--- src/rtl/serial_adder_ctrl.sv ---
// Bit-serial adder controller: one shared full-adder cell walks WIDTH-bit operands LSB first.
// Optional subtract mode (op_sub port) is enabled by defining SERIAL_ADDER_SUB_EN.

module full_adder (
   input  logic a,
   input  logic b,
   input  logic ci,
   output logic s,
   output logic co
);
   assign s  = a ^ b ^ ci;
   assign co = (a & b) | (ci & (a ^ b));
endmodule

module serial_adder_ctrl #(
   parameter int WIDTH = 8
) (
   input  logic             clk,
   input  logic             rst,
   input  logic             start,
`ifdef SERIAL_ADDER_SUB_EN
   input  logic             op_sub,
`endif
   input  logic [WIDTH-1:0] a_in,
   input  logic [WIDTH-1:0] b_in,
   input  logic             cin_in,
   output logic             busy,
   output logic             done,
   output logic [WIDTH-1:0] sum_out,
   output logic             cout_out
);
   localparam int CW = $clog2(WIDTH) + 1;

   typedef enum logic [1:0] {IDLE, RUN, DONE} state_t;

   state_t           state, state_nxt;
   logic [WIDTH-1:0] a_sh, b_sh, r_sh;
   logic [WIDTH-1:0] b_ld;
   logic             c_ld;
   logic             carry;
   logic [CW-1:0]    bit_cnt;
   logic             fa_s, fa_co;
   logic             last_bit;

   assign last_bit = (bit_cnt == CW'(WIDTH - 1));

   full_adder u_fa (
      .a  (a_sh[0]),
      .b  (b_sh[0]),
      .ci (carry),
      .s  (fa_s),
      .co (fa_co)
   );

   // Subtraction is a + ~b + 1, so op_sub inverts b and forces the carry-in
   always_comb begin
`ifdef SERIAL_ADDER_SUB_EN
      b_ld = op_sub ? ~b_in : b_in;
      c_ld = op_sub | cin_in;
`else
      b_ld = b_in;
      c_ld = cin_in;
`endif
   end

   always_ff @(posedge clk) begin
      if (rst) state <= IDLE;
      else     state <= state_nxt;
   end

   always_comb begin
      state_nxt = state;
      case (state)
         IDLE:    if (start) state_nxt = RUN;
         RUN:     if (last_bit) state_nxt = DONE;
         DONE:    state_nxt = IDLE;
         default: state_nxt = IDLE;
      endcase
   end

   always_comb begin
      busy = (state != IDLE);
      done = (state == DONE);
   end

   always_ff @(posedge clk) begin
      if (rst) begin
         a_sh     <= '0;
         b_sh     <= '0;
         r_sh     <= '0;
         carry    <= 1'b0;
         bit_cnt  <= '0;
         sum_out  <= '0;
         cout_out <= 1'b0;
      end else begin
         case (state)
            IDLE: if (start) begin
               a_sh    <= a_in;
               b_sh    <= b_ld;
               carry   <= c_ld;
               bit_cnt <= '0;
               r_sh    <= '0;
            end
            RUN: begin
               a_sh    <= a_sh >> 1;
               b_sh    <= b_sh >> 1;
               carry   <= fa_co;
               bit_cnt <= bit_cnt + CW'(1);
               r_sh    <= {fa_s, r_sh[WIDTH-1:1]};
               // Last bit goes straight to the output, not via r_sh
               if (last_bit) begin
                  sum_out  <= {fa_s, r_sh[WIDTH-1:1]};
                  cout_out <= fa_co;
               end
            end
            default: ;
         endcase
      end
   end
endmodule

--- config.mk ---
export PLATFORM = sky130hd
export DESIGN_NAME = serial_adder_ctrl
export DESIGN_NICKNAME = d
export VERILOG_FILES = /design/src/rtl/serial_adder_ctrl.sv
export SDC_FILE = /design/constraint.sdc
export NUM_CORES = 1
export LEC_CHECK = 0
export ABC_AREA = 1
export BUFFER_PORTS_ARGS = -buffer_cell sky130_fd_sc_hd__buf_2
export CORE_UTILIZATION = 51
export CTS_BUF_LIST = sky130_fd_sc_hd__clkbuf_4
export CTS_CLUSTER_DIAMETER = 40
export DETAILED_ROUTE_END_ITERATION = 8
export PLACE_DENSITY = 0.8
export RECOVER_POWER = 50
export SLEW_MARGIN = 20
export SYNTH_ARGS = -nofsm -noshare
export SYNTH_HDL_FRONTEND = slang
export SYNTH_HIERARCHICAL = 1
export SYNTH_SLANG_ARGS = --single-unit
--- constraint.sdc ---
create_clock -name clk -period 1.1 [get_ports clk]
set_input_delay 0.055 -clock clk [delete_from_list [all_inputs] [get_ports clk]]
set_output_delay 0.055 -clock clk [all_outputs]
set_load 0.1 [all_outputs]
==> flow_summary.toml, run 1 <==
[synth]
synth_warnings = 6
seq_area_frac_synth = 0.452
synth.area.top_cells = "dfxtp_1 45%, nand2_1 15%, nor2_1 8.5%"
async_flop_share = 0
yosysMostFrequentCell = "nand2_1"
synth_area_sq_um = 1730
synth-seq-cells = 39
synth_top_cell_area_share = 0.452
synth_nets = 279
avgSynthCellArea_sq_um = 6.73
synth_cells = 257
synth-main-ff-cell = "dfxtp_1"
yosysTopAreaCell = "dfxtp_1"
synth_cell_types = 17
synth_common_cells = "69 x nand2_1, 39 x dfxtp_1, 39 x nor2_1"
synth_edf_count = 0

[timing]
slew_violations = 0
setup_viol = 41
relSlewSlack = 0.703
worstMarginPinSlew_ns = 0.440
setup_ws_ns = -0.345
period_share = 1.31
finalSetupTns_ns = -6.16
rsz0062_at_grt = "true"
whs_ns = 0.0261
finalHoldViolCount = 0
fmax_mhz = 692
fin_crit_ns = 1.44
finClkSkew_ns = 0.0282

[pwr]
design_power_total_mw = 3.20
ir_worst_vdd_mv = 0.971
power_density_nw_per_um2 = 1160
p_leak_nw = 1.32

[run_status]
failed_checks = "negative setup slack"
outcome = "finished, violations left"

[route]
drt_iter0_drc = 326
post-route-drc-count = 0
vias_per_cell = 6.18
firstDrtPassIters = 6
vias = 2275
wl_mm = 8.04
drt-wirelength-per-cell_um = 21.9
ant_nets = 0

[setup_path]
regToRegEndpoint = "r_sh[1]"
r2r_slack_ns = -0.34
cp_slowest_cell = "dfxtp_4"
rr_worst_depth = 6
slowest_delay_ns = 0.44
crit_arrival_ns = 1.71
critPathKind = "reg2reg"
required_ns = 1.37
crit_fanout = 5
crit_chain = "buf_4 -> nand2_8 -> buf_12 -> nor2_4 -> inv_2 -> o21ai_1"
end_kind = "flop"
reg2reg_from = "state[0]"
cp-start-kind = "flop"

[min_path]
hold_depth = 5
min_path_type = "in2reg"
min_from = "b_in[3]"
holdPathEnd = "b_sh[3]"

[final_layout]
drive_above_1_share = 0.451
n_fill_cell = 145
final_util = 0.885
antenna_cells = 0
syn_to_final_growth_pct = 60.1
finalNetCount = 345

[die]
dieArea_sq_um = 3630
start_util = 0.553
io_pins = 31
fp-row-count = 20
core-area_sq_um = 3130
die_y_um = 60.2
dieWidth_um = 60.2

[clocking]
clockBufferDepth = 2
cts-buffers-inserted = 5
cts-root-buf = "clkbuf_4"
tritoncts = "done"
h-tree-depth = 2
cts.sink_count = 39
cts.reportedPaths.clkPinSlew_ns = 0.15
clock_latency_ns = 0.39

[placement]
io_buffers = 30
gp_congestion = 0.852
hpwl_mm = 2.83
post-place-ws_ns = -0.115

[grt]
grt_pass1_vias = 1859
antenna_found_initial = 0
grt_pass1_wl_mm = 8.67
gr-usage-all-layers = 0.336
grt_overflow = 0
grt_max_degree = 22

[job]
maxCapViolCount = 0
==> worst max-delay path by stage <==
stage	slack, ns	endpoint	startpoint	cells past startpoint
after global routing	-0.34	r_sh[1]	state[0]	6
final	-0.34	r_sh[1]	state[0]	6
after floorplan	-0.06	busy	state[1]	2
after global placement	-0.05	sum_out[7]	a_sh[0]	5
after detailed placement	-0.12	sum_out[7]	bit_cnt[0]	7
after CTS	-0.15	busy	state[0]	4
==> cell type report <==
| type | count | area, sq um | area share |
|---|---|---|---|
| Multi-Input combinational cell | 171 | 1010 | 0.364 |
| Sequential cell | 39 | 807 | 0.292 |
| Timing Repair Buffer | 69 | 669 | 0.242 |
| Inverter | 37 | 153 | 0.0552 |
| Tap cell | 44 | 55.1 | 0.0199 |
| Clock inverter | 3 | 38.8 | 0.0140 |
| Clock buffer | 5 | 37.5 | 0.0136 |
==> repair_timing <==
action | CTS | global route
hold buffers | 3 | 0
buffers inserted | 11 | 2
endpoints found under the setup margin | 36 | 41
gates resized for setup | 44 | 58
hold endpoints to repair | 5 | 0
gates cloned | 2 | 0
pin swaps | 9 | 18
==> metrics by stage <==
| stage | cell area [sq um] | std cells |
|---|---|---|
| global route | 2770 | 368 |
| floorplan | 1780 | 257 |
| CTS | 2600 | 367 |
| global placement | 2270 | 343 |
| finish | 2770 | 368 |
| detailed placement | 2270 | 343 |
==> kinds of logic (layout without fill, tap and decap cells) <==
group / count (synthesis) / count (layout) / share of synthesized area
AOI/OAI and AO/OA: 29 / 29 / 0.0839
and+or+nand+nor: 140 / 140 / 0.339
buffers and inverters: 47 / 114 / 0.106
DFF: 39 / 39 / 0.452
adders and majority gates: 2 / 2 / 0.0188
==> cell usage in the layout (no fill, tap or decap), types with 2 or more instances in the layout <==
| cell | instances |
|---|---|
| nand2_2 | 9 |
| nor2_1 | 27 |
| clkbuf_4 | 5 |
| dfxtp_1 | 24 |
| buf_2 | 19 |
| dlygate4sd3_1 | 3 |
| buf_4 | 18 |
| dfxtp_2 | 12 |
| inv_1 | 31 |
| nand2_1 | 55 |
| nand2_4 | 6 |
| nand3_1 | 21 |
| a21oi_2 | 5 |
| dfxtp_4 | 3 |
| buf_12 | 9 |
| o21ai_2 | 9 |
| a21oi_1 | 7 |
| nor2_4 | 9 |
| buf_6 | 19 |
| nand3_2 | 4 |
| o21ai_1 | 6 |
| inv_2 | 3 |
| nor2_2 | 6 |
| nand3b_1 | 2 |
==> critical path: cells and delay by family, from the launching register on <==
kind	cells	cell delay, ns
flops	1	0.44
buf+inv	3	0.39
simple gates	2	0.24
compound gates	1	0.24
==> metal layers <==
layer  vias to the layer above  wire [um]  global-route usage
met1                      1042       2820               0.383
met2                       232       3700               0.557
li1                        920          -                   -
met3                        81        966               0.108
met5                         -          0                   0
met4                         0        565               0.173
==> flip-flops by register name (all words and copies together), names as in the netlist <==
signal    cells
cout_out      1
sum_out       8
a_sh          8
r_sh          7
bit_cnt       4
b_sh          8
state         2
carry         1
==> power breakdown <==
group	switching (mW)	total (mW)	internal, mW
Sequential	0.0608	1.53	1.47
Clock	0.550	1.02	0.468
Combinational	0.388	0.654	0.266
Power figures use the tool's default switching activity.
==> run 2, diff against run 1 <==
--- a/config.mk
+++ b/config.mk
@@ -7,9 +7,13 @@
 export LEC_CHECK = 0
 export ABC_AREA = 1
 export BUFFER_PORTS_ARGS = -buffer_cell sky130_fd_sc_hd__buf_2
-export CORE_UTILIZATION = 51
+export CELL_PAD_IN_SITES_DETAIL_PLACEMENT = 0
+export CELL_PAD_IN_SITES_GLOBAL_PLACEMENT = 1
+export CORE_MARGIN = 2
+export CORE_UTILIZATION = 36
 export CTS_BUF_LIST = sky130_fd_sc_hd__clkbuf_4
 export CTS_CLUSTER_DIAMETER = 40
+export CTS_CLUSTER_SIZE = 28
 export DETAILED_ROUTE_END_ITERATION = 8
 export PLACE_DENSITY = 0.8
 export RECOVER_POWER = 50
==> run 2 against run 1 <==
The flow still finishes with violations (negative setup slack). Critical path depth fell by 2. Total power fell by 0.83%. Cell count rose by 3.8%. Via count fell by 19%. Count of clock-buffer cells in the layout unchanged. Wire length down 39%. Clock skew is 0.015 ns lower. Global-route usage fell by 14 points. Sequential share of layout area shrank 2.2 points. First-iteration DRC count is 75% lower.
==> flow_summary.toml, run 2 (synthesis results as in run 1) <==
[placement]
placed_area_sq_um = 2330
io_buffers = 30
dpl.cell_count = 359
gp_congestion = 0.792
hpwl_mm = 2.82

[pwr]
design_power_total_mw = 3.18
p_seq_frac = 0.477
pwr-share-comb = 0.213
p_leak_nw = 1.37
power_density_nw_per_um2 = 1060
power.share.clock = 0.310
p_sw_mw = 0.912
internal-power_mw = 2.26
ir_worst_vdd_mv = 0.567
switching_share = 0.287

[setup_path]
cp-start-kind = "flop"
cp_num_cells = 4
regToRegEndpoint = "b_sh[7]"
end_kind = "primary output"
path_buf_inv = 3
crit_chain = "buf_6 -> nor2_4 -> clkinvlp_4 -> buf_12"
required_ns = 1.04
r2r_slack_ns = -0.15
crit_end = "busy"
crit_arrival_ns = 1.28
crit_fanout = 3
critPathLaunch = "state[1]"
critPathKind = "reg2out"
slowest_delay_ns = 0.38
reg2reg_from = "state[1]"
rr_worst_depth = 8
cp_slowest_cell = "dfxtp_4"
cp_top_family = "buffers and inverters"

[timing]
fmax_mhz = 751
rsz0062_at_grt = "true"
period_share = 1.21
whs_ns = 0.0114
finClkSkew_ns = 0.0132
relSlewSlack = 0.800
setup_ws_ns = -0.231
setup_viol = 41
fin_crit_ns = 1.33
worstMarginPinSlew_ns = 0.296
slew_violations = 0
finalHoldViolCount = 0

[min_path]
min_from = "b_in[6]"
min_path_type = "in2reg"

[clocking]
clockBufferDepth = 2
clock_latency_ns = 0.36
cts-buffers-inserted = 5
cts-root-buf = "clkbuf_4"
h-tree-depth = 2
cts.reportedPaths.clkPinSlew_ns = 0.13
tritoncts = "done"
cts.sink_count = 39

[die]
dieWidth_um = 73.3
start_util = 0.369
fp-row-count = 25
io_pins = 31
die_y_um = 73.3
core-area_sq_um = 4690
dieArea_sq_um = 5370

[grt]
grt.met3_usage = 0.0508
grt-busiest-layer = "met2"
antenna_found_initial = 0
grt_overflow = 0
grt_pass1_wl_mm = 7.73
grt_max_degree = 14
grt_pass1_vias = 1683
gr-usage-all-layers = 0.191
grt_use_met1 = 0.243
met2_usage = 0.314

[final_layout]
syn_to_final_growth_pct = 72.6
antenna_cells = 0
finalInstanceArea_sq_um = 2990
multiInputGateArea_sq_um = 1140
drive_above_1_share = 0.543
final_cell_mix = "41 x nand2_1, 31 x nor2_1, 30 x inv_1, 23 x dfxtp_1"
n_fill_cell = 373
register_area_sq_um = 806
final_common_cell = "nand2_1"
fin_cells = 382
reg_top3 = "a_sh (8), b_sh (8), sum_out (8)"
finalNetCount = 349

[route]
drt-wirelength-per-cell_um = 12.9
post-route-drc-count = 0
wl_mm = 4.91
vias = 1835
firstDrtPassIters = 4
drt_iter0_drc = 82
vias_per_cell = 4.80
ant_nets = 0

[job]
maxCapViolCount = 0

[run_status]
failed_checks = "negative setup slack"
outcome = "finished, violations left"
run 2: cell types whose count changed in the layout (fill, tap and decap cells not counted), sizes merged:
cell	change
dlygate4sd3	+1
buf	+3
run 2: routing by layer:
layer / share of wire / wire (um)
met1: 0.43 / 2090
met2: 0.51 / 2510
met3: 0.036 / 177
met4: 0.025 / 124
met5: 0 / 0
run 2: how the worst min path moves through the flow:
stage,to,cells after the start
after floorplan,a_sh[7],1
after global placement,b_sh[7],3
after detailed placement,a_sh[7],3
after CTS,b_sh[4],5
after global routing,b_sh[4],5
final,b_sh[6],5
run 2: power groups by stage:
| stage | clock, mW | combinational (mW) | sequential [mW] |
|---|---|---|---|
| after floorplan | 0 | 0.241 | 1.53 |
| after global placement | 0 | 0.407 | 1.54 |
| after detailed placement | 0 | 0.409 | 1.54 |
| after CTS | 1.00 | 0.572 | 1.52 |
| after global routing | 1.06 | 0.739 | 1.53 |
| final | 0.984 | 0.677 | 1.52 |
run 2: what timing repair did:
item	4_1_cts	5_1_grt
gates resized for setup	80	61
endpoints found under the setup margin	33	41
hold buffers	4	0
gates cloned	2	0
hold endpoints to repair	5	0
setup buffers	6	4
pin swaps	34	38
run 2: worst reg2reg max path, cell delays in order, from the launching register on:
cell	delay, ns
dfxtp_4	0.38
buf_6	0.12
nor2_4	0.14
buf_4	0.13
buf_6	0.12
nand2_2	0.07
inv_2	0.06
nand2_1	0.06
a21oi_2	0.12
run 2: area by class of cell:
| cell class | instances | share of cell area |
|---|---|---|
| Multi-Input combinational cell | 171 | 0.381 |
| Inverter | 37 | 0.0511 |
| Clock buffer | 5 | 0.0126 |
| Sequential cell | 39 | 0.270 |
| Clock inverter | 3 | 0.0147 |
| Timing Repair Buffer | 73 | 0.249 |
| Tap cell | 54 | 0.0226 |
run 2: per-stage QoR:
step | utilization | setup TNS, ns | setup slack [ns]
final | 0.636 | -3.72 | -0.231
after global routing | 0.636 | -5.87 | -0.282
after CTS | 0.593 | -2.86 | -0.243
after detailed placement | 0.496 | -1.48 | -0.0914
after global placement | 0.496 | -1.40 | -0.110
after floorplan | - | -0.348 | -0.0616
